`config.mk`:
```
export PLATFORM = sky130hd
export DESIGN_NAME = mips_div_unit
export DESIGN_NICKNAME = d
export VERILOG_FILES = /design/src/rtl/mips_div_unit.sv
export SDC_FILE = /design/constraint.sdc
export NUM_CORES = 1
export LEC_CHECK = 0
export BUFFER_PORTS_ARGS = -buffer_cell sky130_fd_sc_hd__buf_2
export CAP_MARGIN = 25
export CORE_MARGIN = 2
export CORE_UTILIZATION = 60
export CTS_BUF_LIST = sky130_fd_sc_hd__clkbuf_16
export DETAILED_ROUTE_END_ITERATION = 10
export HOLD_SLACK_MARGIN = 0.12
export PLACE_DENSITY = 0.82
export SLEW_MARGIN = 20
export SYNTH_ARGS = -nofsm -noshare
export SYNTH_HDL_FRONTEND = slang
export SYNTH_SLANG_ARGS = --single-unit
```
`constraint.sdc`:
```
create_clock -name clk -period 3.73 [get_ports clk]
set_input_delay 0.373 -clock clk [delete_from_list [all_inputs] [get_ports clk]]
set_output_delay 0.373 -clock clk [all_outputs]
set_load 0.1 [all_outputs]
```
`src/rtl/mips_div_unit.sv`:
```
// mips_div_unit: iterative 32-bit restoring divider for MIPS DIV/DIVU with a fixed 34-cycle latency.
// Optional MIPS_DIV_ZERO_FLAG_EN adds a registered o_div_by_zero output.
module mips_div_unit #(
    parameter int WIDTH = 32,
    parameter int CNT_W = 5
) (
    input  logic             clk,
    input  logic             rst_n,
    input  logic             i_start,
    input  logic             i_is_signed,
    input  logic [WIDTH-1:0] i_dividend,
    input  logic [WIDTH-1:0] i_divisor,
    output logic             o_busy,
    output logic             o_done,
    output logic [WIDTH-1:0] o_quotient,
    output logic [WIDTH-1:0] o_remainder
`ifdef MIPS_DIV_ZERO_FLAG_EN
    ,
    output logic             o_div_by_zero
`endif
);
    typedef enum logic [1:0] {IDLE, CALC, FIX, DONE} state_t;
    state_t           r_state;
    logic [WIDTH-1:0] r_quo, r_rem, r_dvs, r_q, r_r;
    logic [CNT_W-1:0] r_cnt;
    logic             r_sign_q, r_sign_r, r_busy, r_done, r_dbz;
    logic             w_dvd_neg, w_dvs_neg, w_ok;
    logic [WIDTH-1:0] w_dvd_mag, w_dvs_mag;
    logic [WIDTH:0]   w_sh, w_sum;
    assign w_dvd_neg = i_is_signed & i_dividend[WIDTH-1];
    assign w_dvs_neg = i_is_signed & i_divisor[WIDTH-1];
    assign w_dvd_mag = w_dvd_neg ? -i_dividend : i_dividend;
    assign w_dvs_mag = w_dvs_neg ? -i_divisor : i_divisor;
    assign w_sh      = {r_rem, r_quo[WIDTH-1]};
    // shifted remainder < 2*divisor, so the 33-bit difference sign bit is exact
    assign w_sum     = w_sh + ~{1'b0, r_dvs} + (WIDTH+1)'(1);
    assign w_ok      = ~w_sum[WIDTH];
    always_ff @(posedge clk or negedge rst_n) begin
        if (!rst_n) begin
            r_state  <= IDLE;
            r_quo    <= '0;
            r_rem    <= '0;
            r_dvs    <= '0;
            r_q      <= '0;
            r_r      <= '0;
            r_cnt    <= '0;
            r_sign_q <= 1'b0;
            r_sign_r <= 1'b0;
            r_busy   <= 1'b0;
            r_done   <= 1'b0;
            r_dbz    <= 1'b0;
        end else begin
            r_done <= 1'b0;
            case (r_state)
                CALC: begin
                    r_rem <= w_ok ? w_sum[WIDTH-1:0] : w_sh[WIDTH-1:0];
                    r_quo <= {r_quo[WIDTH-2:0], w_ok};
                    r_cnt <= r_cnt - 1'b1;
                    if (r_cnt == '0) r_state <= FIX;
                end
                FIX: begin
                    r_q     <= r_sign_q ? -r_quo : r_quo;
                    r_r     <= r_sign_r ? -r_rem : r_rem;
                    r_done  <= 1'b1;
                    r_busy  <= 1'b0;
                    r_state <= DONE;
                end
                default: begin
                    if (i_start) begin
                        r_state  <= CALC;
                        r_busy   <= 1'b1;
                        r_sign_q <= w_dvd_neg ^ w_dvs_neg;
                        r_sign_r <= w_dvd_neg;
                        r_quo    <= w_dvd_mag;
                        r_dvs    <= w_dvs_mag;
                        r_rem    <= '0;
                        r_cnt    <= CNT_W'(WIDTH-1);
                        r_dbz    <= (i_divisor == '0);
                    end else begin
                        r_state <= IDLE;
                    end
                end
            endcase
        end
    end
    assign o_busy      = r_busy;
    assign o_done      = r_done;
    assign o_quotient  = r_q;
    assign o_remainder = r_r;
`ifdef MIPS_DIV_ZERO_FLAG_EN
    assign o_div_by_zero = r_dbz;
`else
    logic w_unused;
    assign w_unused = r_dbz;
`endif
endmodule

```
# Word level (Yosys, flattened, before mapping)
# Index checks and enable logic that the tools add are counted.
# totals
output_inout_bits	66
regBits	171
in_bits	68
word_cells	53
# classes
n_reduce_logical	7
bitwise	8
addsub	7
n_mux	17
n_eq_ne	3
# op_table
operator	n
$mux 32	7
$neg 32->32	4
$pmux 32 s2	2
$add 33x1->33 const B	1
$add 33x33->33	1
$not 32->33	1
$pmux 5 s2	1
$reduce_and 2->1	3
$logic_not 5->1	1
$mux 5	1
$sub 5x1->5 const B	1
$not 1->1	4
$pmux 2 s2	1
$reduce_bool 2->1	2
$mux 1	3
$and 1x1->1	2
$eq 2x1->1 const B	1
$eq 2x2->1 const B	1
$mux 2	1
$ne 2x2->1 const B	1
$pmux 1 s2	1
$reduce_or 2->1	1
$xor 1x1->1	1

# Longest topological paths before layout
# Gate-level depths: netlist of the first run.
# logic_depth
ltp_word	5
ltp_mapped	13
ltp_nobuf	12

# Worst setup path before layout of the first run
# No wires, ideal clock.
# synth_path
path_kind	register to register
startpoint	register r_quo[31]
endpoint	register r_rem[28]
stages_incl_launch_ff	13
n_path_buf	1
arrival_time_ns	2.800
t_required_ns	3.596
setup_time_ns	0.134
period_less_slack_ns	2.934
setup_slack_ns	0.796
cell_sequence	dfrtp_1 -> inv_1 -> ha_1 -> fa_1 -> nand2b_1 -> a21oi_1 -> o21a_1 -> o31ai_1 -> a21o_1 -> a311oi_2 -> clkbuf_1 -> mux2i_1 -> o21ai_0
# synth_via
elab_chain_cells	4
# synth_lines
element	line	text
from (decl)	24	logic [WIDTH-1:0] r_quo, r_rem, r_dvs, r_q, r_r;
from (signal assigned)	57	r_quo <= {r_quo[WIDTH-2:0], w_ok};
from (signal assigned)	74	r_quo <= w_dvd_mag;
$add 33x33->33	36	assign w_sum = w_sh + ~{1'b0, r_dvs} + (WIDTH+1)'(1);
$add 33x1->33	36	
$mux 32	56	r_rem <= w_ok ? w_sum[WIDTH-1:0] : w_sh[WIDTH-1:0];
$pmux 32 s2	54	case (r_state)
to (signal assigned)	56	
to (decl)	24	
# No other way between the ends.
# A chain may end at the register's enable or synchronous reset.

# Worst setup path after layout of the first run
# layout_path
startpoint	register r_quo[31]
endpoint	register r_rem[30]
# The elaborated chain is that of the path after synthesis.

==> run metrics, run 1 <==
Clock Tree Buf Depth 2; vias in the first global route 9158; CTS tree done; fillers 1462; Worst path slowest cell or4_1; RSZ-0062 raised after global routing false; largest net degree at the start of global routing 98; Detail Route Antenna Nets 0; Gate Count Post-Synth 1334; Critical Path, Cell by Cell inv_1 > ha_1 > fa_1 > nand2b_1 > a21oi_1 > o21a_1 > o31ai_1 > a211oi_1 > a311oi_4 > buf_4 > or4_1 > o21ai_0; H-tree depth 4; GR Overflow Total 0; Synth area leaders dfrtp_1 38%, xor2_1 7.8%, a21oi_1 6.7%, o21ai_0 6.3%, nand2_1 5.1%; R2R Path Start r_quo[31]; fin crit share 88.3%; post-synthesis cell type count 63; Required @ worst endpoint 4.08 ns; Tot GR Track Use 28.4%; post-cts gate resize count 0; postcts setup bufs 0; post-synthesis adder-cell area fraction 4.66%; most common cell after layout, fill and taps aside dfrtp_1; EDFF count, synth 0; Die X 140 µm; CP Max Fanout 26; global-route wire length before repair 45500 µm; Synth Area in Compound Gates 21.8%; Iter 0 DRT Violations 1069; min Tclk post-route 3.29 ns; number of placement rows 49; FF-to-FF path depth 12; final hold viol count 0; status completed; Post-Route WL 27500 µm; Avg WL per Cell 16.4 µm; worst setup path category reg2reg; dpl hpwl 20000 µm; Synth top area share 38.3%; Final GP Congestion 0.970; Startpoint Class flop; CTS clock-pin slew for the worst setup and hold paths 0.07 ns; Seq cells post-synth 171; Starting Density 61.6%; critical path endpoint category flop; buffers plus inverters on the worst setup path 2; Max-Cap Viols 0; commonest cells after routing, fill and taps aside 171 x dfrtp_1, 152 x nand2_1, 149 x a21oi_1; sequential-to-total area share from yosys stat 38.3%; worst-margin pin slew 0.924 ns; Worst slew margin 38.4%; Worst Path Arrival 3.65 ns; routed via count 10026; Final Slew Violations 0; Inserted Clock Buffers 17; Mapped Area 11200 µm²; worst skew pair latency 0.44 ns; crit-path max cell delay 0.53 ns; share of cells above drive strength 1 14.6%; Layout area overhead 13.4%; PortBufs 133; simple-gate share of the synthesized area 17.4%; Setup TNS Final 0 ns; hold path cells 3; initial antenna violation count 0; Hold Crit Endpoint r_dvs[31]; drt first pass iters 8; main flop type after synthesis dfrtp_1; nets 1544; Syn Nets 1443; YS warnings 0; Post-Synth XOR/XNOR Area 11.6%; CTS root buf clkbuf_16; Avg Cell Area, Syn 8.38 µm²; ant diodes 0; mux cell area share after synthesis 2.26%; core area 18100 µm²; Hold Crit Class in2reg; reg2reg end r_rem[30]; boundary pin count 134; Sink Count 171; Post-CTS Hold Buffers 1; largest family of logic cells by synthesized area compound AO/OA/AOI/OAI gates; Hold Path Origin i_divisor[31]; Worst R2R Setup Slack 0.44 ns; die area 19700 µm²; via/cell ratio 5.98; Fin Clk Skew 0.0112 ns; Synth area leader dfrtp_1; final setup violating endpoints 0; DRC Markers 0; critical path's top delay family compound AO/OA/AOI/OAI gates; fmax 0.304 GHz; DIE HEIGHT 140 µm; Synth async-reset ratio 100%
==> worst max path at each step <==
stage	start	to	depth (start not counted)
2_1_floorplan	r_quo[31]	r_rem[28]	12
3_3_place_gp	r_quo[31]	r_rem[30]	12
3_5_place_dp	r_quo[31]	r_rem[30]	12
4_1_cts	r_quo[31]	r_rem[30]	12
5_1_grt	r_quo[31]	r_rem[30]	12
6_report	r_quo[31]	r_rem[30]	12
==> area by class of cell <==
class | count | area (µm²) | area share [%]
clock buffer | 17 | 425 | 3.36
sequential | 171 | 4280 | 33.8
multi-input combinational | 1044 | 6490 | 51.2
timing repair buffer | 148 | 812 | 6.41
clock inverter | 14 | 183 | 1.44
tap | 229 | 287 | 2.26
inverter | 53 | 199 | 1.57
==> through the flow <==
stage	hold slack (ns)	cell area (µm²)	util (%)	std cells	setup slack [ns]
floorplan	0.0774	11200	-	1334	0.796
global placement	0.461	12100	66.4	1644	0.544
detailed placement	0.472	12100	66.4	1644	0.473
CTS	0.227	12700	69.8	1676	0.449
global route	0.260	12700	69.8	1676	0.134
finish	0.230	12700	69.8	1676	0.437
==> worst reg2reg max path, delay by kind of cell, from the launching register on <==
| kind | cells | cell delay (ns) |
|---|---|---|
| fa+ha+maj | 2 | 0.64 |
| buf+inv | 2 | 0.34 |
| compound gates | 6 | 1.17 |
| simple gates | 2 | 0.72 |
| flops | 1 | 0.34 |
==> Yosys cell counts, types with 6 or more instances <==
master / number
dfrtp_1: 171
nand2_1: 152
a21oi_1: 149
o21ai_0: 141
nor2_1: 129
xor2_1: 99
clkbuf_1: 57
inv_1: 52
xnor2_1: 49
ha_1: 40
o31ai_1: 24
o41ai_1: 23
nand3_1: 22
or3_1: 20
mux2i_1: 14
nor3_1: 14
o211ai_1: 11
or4_1: 11
a21o_1: 10
mux2_2: 10
nand2b_1: 10
nor2b_1: 10
nor4_1: 10
o21ai_1: 9
a31oi_1: 8
buf_1: 8
and2_1: 7
a32oi_1: 6
nand4_1: 6
==> logic make-up (layout without fill, tap and decap cells) <==
family                   after synthesis  in the layout
AO/OA/AOI/OAI                        413            413
flip-flops                           171            171
XOR/XNOR                             148            148
adder cells (fa/ha/maj)               41             41
buffers and inverters                119            232
multiplexers                          24             24
AND/OR/NAND/NOR                      418            418
==> metal layers <==
| layer | routed length, µm | part of all wire, % | vias to the layer above | global-route usage (%) |
|---|---|---|---|---|
| li1 | - | - | 4910 | - |
| met1 | 13000 | 47 | 4729 | 41.5 |
| met2 | 12200 | 44 | 337 | 43.3 |
| met3 | 1670 | 6.1 | 50 | 4.68 |
| met4 | 595 | 2.2 | 0 | 9.68 |
| met5 | 0 | 0 | - | 0 |
==> state kept, by name, indices dropped and copies added, names as in the netlist <==
signal,count
r_rem,32
r_state,2
o_busy,1
r_sign_r,1
r_dvs,32
r_quo,32
o_remainder,32
r_sign_q,1
o_quotient,32
r_cnt,5
o_done,1
Power of run 1 is not shown: default switching activity piles up to over one toggle a cycle in this logic, so the estimate is an artifact.
==> run 2, diff against run 1 <==
--- a/config.mk
+++ b/config.mk
@@ -7,7 +7,8 @@
 export LEC_CHECK = 0
 export BUFFER_PORTS_ARGS = -buffer_cell sky130_fd_sc_hd__buf_2
 export CAP_MARGIN = 25
-export CORE_MARGIN = 2
+export CORE_ASPECT_RATIO = 1.2
+export CORE_MARGIN = 4
 export CORE_UTILIZATION = 60
 export CTS_BUF_LIST = sky130_fd_sc_hd__clkbuf_16
 export DETAILED_ROUTE_END_ITERATION = 10
==> run metrics, run 2 (same netlist as run 1, synthesis figures left out) <==
routed via count 10041 (was 10026); Worst R2R Setup Slack 0.36 ns (was 0.44 ns); Die X 133 µm (was 140 µm); Worst Path Arrival 3.70 ns (was 3.65 ns); total placed cells including tap cells 1640 (was 1644); FF-to-FF path depth 12 (unchanged); most common cell after layout, fill and taps aside dfrtp_1 (unchanged); worst-margin pin slew 1.05 ns (was 0.924 ns); Hold Path Origin i_divisor[5] (was i_divisor[31]); PortBufs 133 (unchanged); dpl hpwl 20500 µm (was 20000 µm); fmax 0.297 GHz (was 0.304 GHz); DIE HEIGHT 158 µm (was 140 µm); ant diodes 0 (unchanged); crit path from r_quo[31] (unchanged); Inserted Clock Buffers 17 (unchanged); number of placement rows 54 (was 49); global-route wire length before repair 46000 µm (was 45500 µm); Worst path slowest cell or4_1 (unchanged); initial antenna violation count 0 (unchanged); postcts setup bufs 0 (unchanged); share of cells above drive strength 1 15.0% (was 14.6%); crit-path max cell delay 0.50 ns (was 0.53 ns); Max-Cap Viols 0 (unchanged); CP Max Fanout 6 (was 26); min Tclk post-route 3.37 ns (was 3.29 ns); Avg WL per Cell 16.6 µm (was 16.4 µm); fin crit share 90.3% (was 88.3%); boundary pin count 134 (unchanged); Clock Tree Buf Depth 2 (unchanged); critical path endpoint category flop (unchanged); commonest cells after routing, fill and taps aside 171 x dfrtp_1, 152 x nand2_1, 149 x a21oi_1 (unchanged); Critical Path, Cell by Cell inv_1 > ha_1 > fa_1 > nand2b_1 > a21oi_1 > o21a_1 > o31ai_1 > a211oi_1 > a311oi_4 > buf_4 > or4_1 > o21ai_0 (unchanged); drt first pass iters 8 (unchanged); Post-Route WL 27900 µm (was 27500 µm); die area 20900 µm² (was 19700 µm²); Final GP Congestion 0.906 (was 0.970); reg2reg end r_rem[30] (unchanged); status completed (unchanged); Tot GR Track Use 26.6% (was 28.4%); Setup TNS Final 0 ns (unchanged); worst skew pair latency 0.43 ns (was 0.44 ns); post-cts gate resize count 0 (unchanged); Startpoint Class flop (unchanged); placed instance area 12100 µm² (about the same); DRC Markers 0 (unchanged); via/cell ratio 6.00 (was 5.98); Worst slew margin 30.3% (was 38.4%); R2R Path Start r_quo[31] (unchanged); Finished Layout Cells 1674 (was 1676); Final Slew Violations 0 (unchanged); H-tree depth 4 (unchanged); Layout area overhead 13.7% (was 13.4%); worst setup path category reg2reg (unchanged); final setup violating endpoints 0 (unchanged); largest net degree at the start of global routing 109 (was 98); Required @ worst endpoint 4.07 ns (was 4.08 ns); design area 12700 µm² (about the same); CTS root buf clkbuf_16 (unchanged); Sink Count 171 (unchanged); nets 1546 (was 1544); RSZ-0062 raised after global routing false (unchanged); GR Overflow Total 0 (unchanged); CTS clock-pin slew for the worst setup and hold paths 0.07 ns (about the same); Hold Crit Class in2reg (unchanged); Starting Density 61.3% (was 61.6%); vias in the first global route 9567 (was 9158); final hold viol count 0 (unchanged); Detail Route Antenna Nets 0 (unchanged); Fin Clk Skew 0.0111 ns (was 0.0112 ns); CTS tree done (unchanged); core area 18200 µm² (was 18100 µm²); Worst Setup EP r_rem[30] (unchanged); Iter 0 DRT Violations 714 (was 1069)
-- run 2: area by class of cell --
class | count | area [µm²]
fill | 1487 | 5540
sequential | 171 | 4280
timing repair buffer | 150 | 847
clock buffer | 17 | 425
inverter | 53 | 199
tap | 224 | 280
multi-input combinational | 1044 | 6490
clock inverter | 15 | 188
-- run 2: routing by layer --
| layer | part of all wire [%] | global-route usage, % | up-vias |
|---|---|---|---|
| met5 | 0 | 0 | - |
| met3 | 6.0 | 3.74 | 59 |
| met2 | 50 | 46.6 | 377 |
| met4 | 2.1 | 8.86 | 0 |
| li1 | - | - | 4920 |
| met1 | 42 | 34.2 | 4685 |
-- run 2: stage by stage --
step / setup slack (ns) / util, % / hold slack, ns
after floorplan: 0.796 / - / 0.0774
after global placement: 0.492 / 66.1 / 0.461
after detailed placement: 0.395 / 66.1 / 0.473
after CTS: 0.357 / 69.5 / 0.238
after global routing: 0.163 / 69.7 / 0.245
final: 0.361 / 69.7 / 0.250
-- run 2: worst min path at each step --
stage / endpoint / slack (ns) / depth (start not counted)
finish: r_dvs[5] / 0.25 / 3
global route: r_dvs[1] / 0.25 / 3
CTS: r_dvs[1] / 0.24 / 3
detailed placement: r_dvs[21] / 0.47 / 2
global placement: r_dvs[10] / 0.46 / 2
floorplan: o_busy / 0.08 / 0
-- run 2: worst max-delay path, delay by kind of cell (launching register included) --
family	cells	cell delay, ns
adders and majority gates	2	0.66
and+or+nand+nor	2	0.69
DFF	1	0.35
buffers and inverters	2	0.27
AOI/OAI and AO/OA	6	1.28
-- run 2: timing repair --
| action | CTS | global route |
|---|---|---|
| endpoints found under the setup margin | 0 | 0 |
| hold buffers | 1 | 0 |
| hold endpoints to repair | 7 | 0 |
Power of run 2 is left out for the same reason.
